[src/rtl/alu_op_sequencer.sv]
// Bus master that runs one ALU operation end to end:
// fetch A/B from memory, load the ALU, wait, read the result, write it back.
module alu_op_sequencer #(
   parameter int          DW        = 256,
   parameter int          MEM_WORDS = 12,
   parameter logic [15:0] ALU_BASE  = 16'h1000,
   parameter int          ALU_LAT   = 2
) (
   input  logic          Clk,
   input  logic          Reset,
   input  logic          Start,
   input  logic [3:0]    Opcode,
   input  logic [3:0]    SrcA,
   input  logic [3:0]    SrcB,
   input  logic [3:0]    Dst,
   output logic          Busy,
   output logic          Done,
   output logic          Error,
   output logic [15:0]   Address,
   output logic          nRead,
   output logic          nWrite,
   output logic [DW-1:0] DataOut,
   input  logic [DW-1:0] DataIn
);

   localparam int CW = (ALU_LAT > 1) ? $clog2(ALU_LAT) : 1;

   typedef enum logic [3:0] {
      S_IDLE, S_RD_A, S_CAP_A, S_WR_A, S_RD_B, S_CAP_B, S_WR_B,
      S_WR_CMD, S_WAIT, S_RD_R, S_CAP_R, S_WR_D, S_DONE, S_ERR
   } state_t;

   state_t          state_q, state_d;
   logic [3:0]      op_q, op_d;
   logic [3:0]      sa_q, sa_d;
   logic [3:0]      sb_q, sb_d;
   logic [3:0]      dst_q, dst_d;
   logic [DW-1:0]   a_q, a_d;
   logic [DW-1:0]   b_q, b_d;
   logic [DW-1:0]   r_q, r_d;
   logic [CW-1:0]   cnt_q, cnt_d;
   logic            busy_q, busy_d;
   logic            done_q, done_d;
   logic            error_q, error_d;
   logic [15:0]     addr_q, addr_d;
   logic            nread_q, nread_d;
   logic            nwrite_q, nwrite_d;
   logic [DW-1:0]   dout_q, dout_d;
   logic            idx_ok;

   assign idx_ok = (32'(SrcA) < 32'(MEM_WORDS)) &&
                   (32'(SrcB) < 32'(MEM_WORDS)) &&
                   (32'(Dst)  < 32'(MEM_WORDS));

   always_comb begin
      state_d = state_q;
      op_d    = op_q;
      sa_d    = sa_q;
      sb_d    = sb_q;
      dst_d   = dst_q;
      a_d     = a_q;
      b_d     = b_q;
      r_d     = r_q;
      cnt_d   = cnt_q;
      unique case (state_q)
         S_IDLE: begin
            if (Start) begin
               if (idx_ok) begin
                  op_d    = Opcode;
                  sa_d    = SrcA;
                  sb_d    = SrcB;
                  dst_d   = Dst;
                  state_d = S_RD_A;
               end else begin
                  state_d = S_ERR;
               end
            end
         end
         S_RD_A:  state_d = S_CAP_A;
         S_CAP_A: begin
            a_d     = DataIn;
            state_d = S_WR_A;
         end
         S_WR_A:  state_d = S_RD_B;
         S_RD_B:  state_d = S_CAP_B;
         S_CAP_B: begin
            b_d     = DataIn;
            state_d = S_WR_B;
         end
         S_WR_B:  state_d = S_WR_CMD;
         S_WR_CMD: begin
            cnt_d   = CW'(ALU_LAT - 1);
            state_d = S_WAIT;
         end
         S_WAIT: begin
            if (cnt_q == '0) state_d = S_RD_R;
            else             cnt_d   = cnt_q - CW'(1);
         end
         S_RD_R:  state_d = S_CAP_R;
         S_CAP_R: begin
            r_d     = DataIn;
            state_d = S_WR_D;
         end
         S_WR_D:  state_d = S_DONE;
         S_DONE:  state_d = S_IDLE;
         S_ERR:   state_d = S_IDLE;
         default: state_d = S_IDLE;
      endcase

      // Outputs are registered, so they are decoded from the next state.
      busy_d   = (state_d != S_IDLE);
      done_d   = (state_d == S_DONE) || (state_d == S_ERR);
      error_d  = (state_d == S_ERR);
      nread_d  = 1'b1;
      nwrite_d = 1'b1;
      addr_d   = '0;
      dout_d   = '0;
      unique case (state_d)
         S_RD_A: begin
            nread_d = 1'b0;
            addr_d  = 16'(sa_d);
         end
         S_RD_B: begin
            nread_d = 1'b0;
            addr_d  = 16'(sb_d);
         end
         S_WR_A: begin
            nwrite_d = 1'b0;
            addr_d   = ALU_BASE;
            dout_d   = a_d;
         end
         S_WR_B: begin
            nwrite_d = 1'b0;
            addr_d   = ALU_BASE + 16'd1;
            dout_d   = b_d;
         end
         S_WR_CMD: begin
            nwrite_d = 1'b0;
            addr_d   = ALU_BASE + 16'd2;
            dout_d   = DW'(op_d);
         end
         S_RD_R: begin
            nread_d = 1'b0;
            addr_d  = ALU_BASE + 16'd3;
         end
         S_WR_D: begin
            nwrite_d = 1'b0;
            addr_d   = 16'(dst_d);
            dout_d   = r_d;
         end
         default: ;
      endcase
   end

   always_ff @(posedge Clk) begin
      if (Reset) begin
         state_q  <= S_IDLE;
         op_q     <= '0;
         sa_q     <= '0;
         sb_q     <= '0;
         dst_q    <= '0;
         a_q      <= '0;
         b_q      <= '0;
         r_q      <= '0;
         cnt_q    <= '0;
         busy_q   <= 1'b0;
         done_q   <= 1'b0;
         error_q  <= 1'b0;
         addr_q   <= '0;
         nread_q  <= 1'b1;
         nwrite_q <= 1'b1;
         dout_q   <= '0;
      end else begin
         state_q  <= state_d;
         op_q     <= op_d;
         sa_q     <= sa_d;
         sb_q     <= sb_d;
         dst_q    <= dst_d;
         a_q      <= a_d;
         b_q      <= b_d;
         r_q      <= r_d;
         cnt_q    <= cnt_d;
         busy_q   <= busy_d;
         done_q   <= done_d;
         error_q  <= error_d;
         addr_q   <= addr_d;
         nread_q  <= nread_d;
         nwrite_q <= nwrite_d;
         dout_q   <= dout_d;
      end
   end

   assign Busy    = busy_q;
   assign Done    = done_q;
   assign Error   = error_q;
   assign Address = addr_q;
   assign nRead   = nread_q;
   assign nWrite  = nwrite_q;
   assign DataOut = dout_q;

endmodule

[config.mk]
export PLATFORM = sky130hd
export DESIGN_NAME = alu_op_sequencer
export DESIGN_NICKNAME = d
export VERILOG_FILES = /design/src/rtl/alu_op_sequencer.sv
export SDC_FILE = /design/constraint.sdc
export NUM_CORES = 2
export LEC_CHECK = 0
export BUFFER_PORTS_ARGS = -buffer_cell sky130_fd_sc_hd__buf_2
export CAP_MARGIN = 20
export CORE_AREA = 2 2 212 214
export CTS_CLUSTER_DIAMETER = 150
export CTS_CLUSTER_SIZE = 25
export DETAILED_ROUTE_END_ITERATION = 16
export DIE_AREA = 0 0 214 216
export HOLD_SLACK_MARGIN = 0.06
export PLACE_DENSITY = 0.53
export SYNTH_ARGS = -nofsm -noshare
export SYNTH_HDL_FRONTEND = slang
export SYNTH_SLANG_ARGS = --single-unit
[constraint.sdc]
create_clock -name Clk -period 4.4 [get_ports Clk]
set_input_delay 0 -clock Clk [delete_from_list [all_inputs] [get_ports Clk]]
set_output_delay 0 -clock Clk [all_outputs]
set_load 0.01 [all_outputs]
Yosys cells after proc, flatten, opt, wreduce, memory -nomap -nowiden
Index checks and enable logic that the tools add are counted.

word-level totals
  logic and storage cells = 73
  memories kept = 0
  output and inout port bits = 277
  bits in latches = 0
  ROM bits = 0
  input bits = 275
  bits in writable memories = 0
  flip-flop bits (word level) = 1,066

operators by class
  multiplexer cells = 25
  reduce and logical (&&, ||, !) cells = 8
  equal/unequal tests = 20
  add/sub/neg operators = 1
  divide/modulo/power cells = 0
  bitwise logic cells = 0
  shift operators = 0
  multiply operators = 0
  $lt $le $gt $ge = 3

operators by type and width
  kind                                                                   count
  256-bit one-hot mux with 4 select lines                                1
  256-bit 2-to-1 mux                                                     3
  13-bit one-hot mux with 7 select lines                                 1
  4-bit 2-to-1 mux                                                       15
  4-bit one-hot mux with 12 select lines                                 1
  4-bit equality test, second input constant                             8
  4-bit by 3-bit equality test with 1-bit output, second input constant  7
  4-bit by 2-bit equality test with 1-bit output, second input constant  3
  4-bit less-than comparator, second input constant                      3
  4-bit by 1-bit equality test with 1-bit output, second input constant  2
  4-bit logical NOT                                                      1
  4-bit nonzero test                                                     1
  4-bit OR reduction                                                     1
  1-bit 2-to-1 mux                                                       3
  3-bit OR reduction                                                     1
  1-bit logical AND                                                      2
  1-bit one-hot mux with 2 select lines                                  1
  2-bit nonzero test                                                     1
  1-bit logical OR                                                       1
  1-bit subtractor, second input constant                                1

Depth between registers and ports, before layout
  depth after elaboration = 9
  mapped depth = 6
  mapped depth without buffers = 4

Least setup slack after synthesis
No wires, ideal clock.

  kind = register to register
  from = reg state_q[3]
  to = reg error_q (netlist: Error)
  data required time = 4.342 ns
  buffers on the path = 1
  path slack = 2.774 ns
  arrival = 1.568 ns
  stages on the path, launching flop included = 6
  setup time = 0.058 ns
  clock period less this slack = 1.626 ns
  cell sequence = dfxtp_1 buf_6 nor4b_4 or3b_1 a221oi_2 and2b_1

between the ends
  longest elaborated chain between the ends = 3
  elaborated cells on any way between the ends = 16
  those cells by class = 12 x eq/ne; 3 x mux; 1 x reduce/logical

ends and longest elaborated chain
  what                                               line  source
  start, declared                                    33    state_t state_q, state_d;
  start signal, assigned                             174   state_q <= state_d;
  4-bit equality test, or another cell as far along  65    unique case (state_q)
  4-bit one-hot mux with 12 select lines *           65
  4-bit equality test *                              113   error_d = (state_d == S_ERR);
  end signal, assigned                               185   error_q <= error_d;
  end, declared                                      44    logic error_q, error_d;

Every way passes the cells marked *; elsewhere a longest branch is shown, timed or not.
A chain may end at the register's enable or synchronous reset.

Worst setup path in the final report
  from = reg state_q[2]
  to = reg sb_q[0]

between the ends
  longest elaborated chain between the ends = 2

ends and longest elaborated chain
  what                  line  source
  4-bit logical NOT     65
  4-bit 2-to-1 mux      65
  end signal, assigned  160   sb_q <= '0;
  end signal, assigned  177   sb_q <= sb_d;
  end, declared         36    logic [3:0] sb_q, sb_d;

Every way passes these cells.

==> impl_metrics.xml <==
<?xml version="1.0" encoding="UTF-8"?>
<metrics>
  <group name="drt">
    <metric name="drt.antenna.violating_nets" unit="">0</metric>
    <metric name="avgRoutedWirePerCell" unit="um">15.4</metric>
    <metric name="detailroute.via_count" unit="">8318</metric>
    <metric name="post-route-drc-count" unit="">0</metric>
    <metric name="detail_route.first_pass.iterations" unit="">4</metric>
    <metric name="route.detailed.vias_per_inst" unit="">3.94</metric>
    <metric name="detail_route.wirelength" unit="um">32500</metric>
    <metric name="drtIter0Drc" unit="">494</metric>
  </group>
  <group name="clock_tree">
    <metric name="cts-buffers-inserted" unit="">15</metric>
    <metric name="clk-insertion-delay-late" unit="ps">520</metric>
    <metric name="clock_tree.htree_level_count" unit="">1</metric>
    <metric name="buffer_depth_of_the_longest_clock_path" unit="">3</metric>
    <metric name="clk_pin_slew" unit="ps">110</metric>
    <metric name="clock_tree_from_tritoncts" unit="">built</metric>
    <metric name="clk_root_buffer_cell" unit="">clkbuf_16</metric>
    <metric name="clock-sinks" unit="">283</metric>
    <metric name="post_cts.resized_instances" unit="">0</metric>
  </group>
  <group name="die">
    <metric name="placementRows" unit="">77</metric>
    <metric name="die_h" unit="um">216</metric>
    <metric name="die_w" unit="um">214</metric>
    <metric name="io_pins" unit="">552</metric>
    <metric name="fp.dieArea" unit="mm^2">0.0462</metric>
    <metric name="initial_core_util" unit="">0.192</metric>
    <metric name="floorplan.core_area" unit="mm^2">0.0438</metric>
  </group>
  <group name="global_route">
    <metric name="grt-ovfl-total" unit="">0</metric>
    <metric name="grt_pass1_wl" unit="um">49100</metric>
    <metric name="grt_max_degree" unit="">146</metric>
    <metric name="grtUsageTotal" unit="">0.132</metric>
    <metric name="first_global_vias" unit="">8706</metric>
    <metric name="antenna_violations_before_repair" unit="">3</metric>
  </group>
  <group name="worst_hold_path">
    <metric name="min_path_type" unit="">in -&gt; reg</metric>
    <metric name="hold_path_startpoint" unit="">DataIn[245]</metric>
    <metric name="hold-path-endpoint" unit="">DataOut[245]</metric>
    <metric name="min_path_cells" unit="">3</metric>
  </group>
  <group name="timing">
    <metric name="fraction_of_the_cycle_the_final_worst_path_needs" unit="">0.649</metric>
    <metric name="setup-violations-final" unit="">0</metric>
    <metric name="transition_at_the_pin_with_the_smallest_max_transition_slack" unit="ps">925</metric>
    <metric name="hold_viol" unit="">0</metric>
    <metric name="grt_setup_unrepaired" unit="">false</metric>
    <metric name="max_clock_freq" unit="MHz">350</metric>
    <metric name="finalCriticalPeriod" unit="ps">2850</metric>
    <metric name="slew_headroom" unit="">0.383</metric>
    <metric name="worst_clock_skew" unit="ps">23.3</metric>
    <metric name="tns" unit="ps">0</metric>
    <metric name="slew_limit_fails" unit="">0</metric>
  </group>
  <group name="yosys">
    <metric name="synthesis.area_per_instance" unit="um^2">11.2</metric>
    <metric name="number_of_enable_flip_flop_cells_after_synthesis" unit="">0</metric>
    <metric name="synth.top_cell.area_share" unit="">0.674</metric>
    <metric name="mappedNetlistArea" unit="mm^2">0.00840</metric>
    <metric name="post_synth_most_frequent_cells" unit="">283 x dfxtp_1, 253 x and3_1, 69 x clkbuf_1</metric>
    <metric name="synth.distinct_cells" unit="">43</metric>
    <metric name="synth.yosys.seq_area_share" unit="">0.674</metric>
    <metric name="post-synth-top-area-cell" unit="">dfxtp_1</metric>
    <metric name="ys.warnings.count" unit="">0</metric>
    <metric name="post-synth-top-count-cell" unit="">dfxtp_1</metric>
    <metric name="synthesis.instances" unit="">749</metric>
    <metric name="synthFlopType" unit="">dfxtp_1</metric>
    <metric name="main_area_contributors_after_synthesis" unit="">dfxtp_1 67%, and3_1 19%, clkbuf_1 3.1%, buf_4 1.1%, a21oi_1 1.0%</metric>
    <metric name="share_of_synthesized_registers_carrying_an_async_set_or_reset" unit="">0</metric>
    <metric name="postSynthRegisterBits" unit="">283</metric>
  </group>
  <group name="critical_path">
    <metric name="setup.worst_path.end_class" unit="">flip-flop</metric>
    <metric name="worst-setup-path-type" unit="">reg -&gt; reg</metric>
    <metric name="crit_path_cell_trace" unit="">nor4b_4, nand4_4, dlygate4sd3_1, a21oi_1, dlygate4sd3_1</metric>
    <metric name="critical_path_required" unit="ps">4860</metric>
    <metric name="slowest_stage" unit="">nor4b_4</metric>
    <metric name="path_common_cell" unit="">dlygate4sd3_1</metric>
    <metric name="worst_setup_path_start_kind" unit="">flip-flop</metric>
    <metric name="largest_stage_delay_on_the_critical_path" unit="ps">840</metric>
    <metric name="r2r-start" unit="">state_q[2]</metric>
    <metric name="reg2reg_slack" unit="ps">1550</metric>
    <metric name="maximum_fanout_count_along_the_critical_path" unit="">18</metric>
    <metric name="worst_r2r_endpoint" unit="">sb_q[0]</metric>
    <metric name="worstPathArrival" unit="ps">3310</metric>
    <metric name="worst_reg2reg_path_depth" unit="">5</metric>
  </group>
  <group name="power_and_ir_drop">
    <metric name="power.ir.vdd_worst" unit="mV">0.304</metric>
    <metric name="leakage_power_summed_over_all_cells" unit="uW">0.00801</metric>
    <metric name="p_total" unit="uW">5200</metric>
    <metric name="power_density" unit="mW/mm^2">351</metric>
  </group>
  <group name="final_layout">
    <metric name="post-route-cell-area" unit="mm^2">0.0148</metric>
    <metric name="final_net_count" unit="">1792</metric>
    <metric name="filler_cell_count" unit="">4345</metric>
    <metric name="final_layout_size_suffix_gt1_frac" unit="">0.376</metric>
    <metric name="finalCoreUtilization" unit="">0.338</metric>
    <metric name="layoutNonFillerInstCount" unit="">2111</metric>
    <metric name="area_growth_from_synthesis_to_layout" unit="%">76.4</metric>
  </group>
  <group name="placed_design">
    <metric name="place_congestion" unit="">0.870</metric>
    <metric name="placed_cells" unit="">1806</metric>
    <metric name="port-buffer-count" unit="">540</metric>
    <metric name="dpl_cell_area" unit="mm^2">0.0116</metric>
    <metric name="detailed_place_hpwl" unit="um">21000</metric>
  </group>
  <group name="run_status">
    <metric name="outcome" unit="">finished clean</metric>
  </group>
  <group name="flow_run">
    <metric name="count_of_max_cap_constraint_violations" unit="">0</metric>
  </group>
</metrics>
==> critical path: cells and delay by family (launching register included) <==
| family | cells | cell delay (ps) |
|---|---|---|
| buffers and inverters | 2 | 1150 |
| DFF | 1 | 540 |
| AOI/OAI and AO/OA | 1 | 120 |
| and+or+nand+nor | 2 | 990 |
==> power by group <==
part | switching, uW | internal [uW]
registers | 68.2 | 2710
clock network | 873 | 630
logic | 459 | 463
==> placed cells by master (no fill, tap or decap), types with 3 or more instances in the layout <==
cell | synthesis | final
a21oi_1 | 17 | 17
a31oi_1 | 10 | 10
and3_1 | 253 | 253
and4_1 | 6 | 6
buf_2 | 5 | 540
clkbuf_16 | 0 | 15
conb_1 | 1 | 11
dfxtp_1 | 283 | 283
diode_2 | 0 | 3
dlygate4sd3_1 | 0 | 286
inv_1 | 9 | 9
nand2_1 | 19 | 19
nand2b_1 | 5 | 5
nor2_1 | 9 | 9
o21a_1 | 6 | 6
o21ai_0 | 10 | 10
==> area by class of cell <==
| type | count | area (um^2) | share of cell area |
|---|---|---|---|
| multi-input combinational | 377 | 2350 | 0.158 |
| tap | 592 | 741 | 0.0500 |
| clock inverter | 1 | 20.0 | 0.00135 |
| timing repair buffer | 830 | 5620 | 0.379 |
| sequential | 283 | 5670 | 0.382 |
| antenna | 3 | 7.51 | 0.000507 |
| inverter | 10 | 42.5 | 0.00287 |
| clock buffer | 15 | 375 | 0.0253 |
==> flip-flops by register name (all words and copies together) (netlist names) <==
register  cells
Address       5
nWrite        1
dst_q         4
Error         1
Busy          1
state_q       4
nRead         1
Done          1
op_q          4
sb_q          4
cnt_q         1
DataOut     256
==> cell families after synthesis <==
family          synth area share
compound gates            0.0450
other cells             0.000446
buf+inv                   0.0521
flops                      0.674
simple gates               0.227
xor+xnor                 0.00104
==> timing repair <==
item,4_1_cts,5_1_grt
hold endpoints to repair,281,0
hold buffers,286,0
setup buffers,0,0
==> per-layer routing <==
metal	global-route usage	part of all wire
met1	0.152	0.39
met2	0.235	0.49
met3	0.0383	0.081
met4	0.0457	0.033
met5	0	0
==> how the worst max path moves through the flow <==
stage	from	endpoint	slack, ps	depth (start not counted)
after floorplan	state_q[3]	Error	2770	5
after global placement	state_q[2]	Error	2120	4
after detailed placement	state_q[2]	Error	2110	4
after CTS	state_q[2]	sb_q[0]	1580	5
after global routing	state_q[3]	sb_q[0]	1320	5
final	state_q[2]	sb_q[0]	1550	5
==> through the flow <==
step	setup WS [ps]	hold slack, ps
floorplan	2770	134
global placement	2120	222
detailed placement	2110	225
CTS	1580	181
global route	1320	210
finish	1550	228
(Power assumes the default switching activity.)
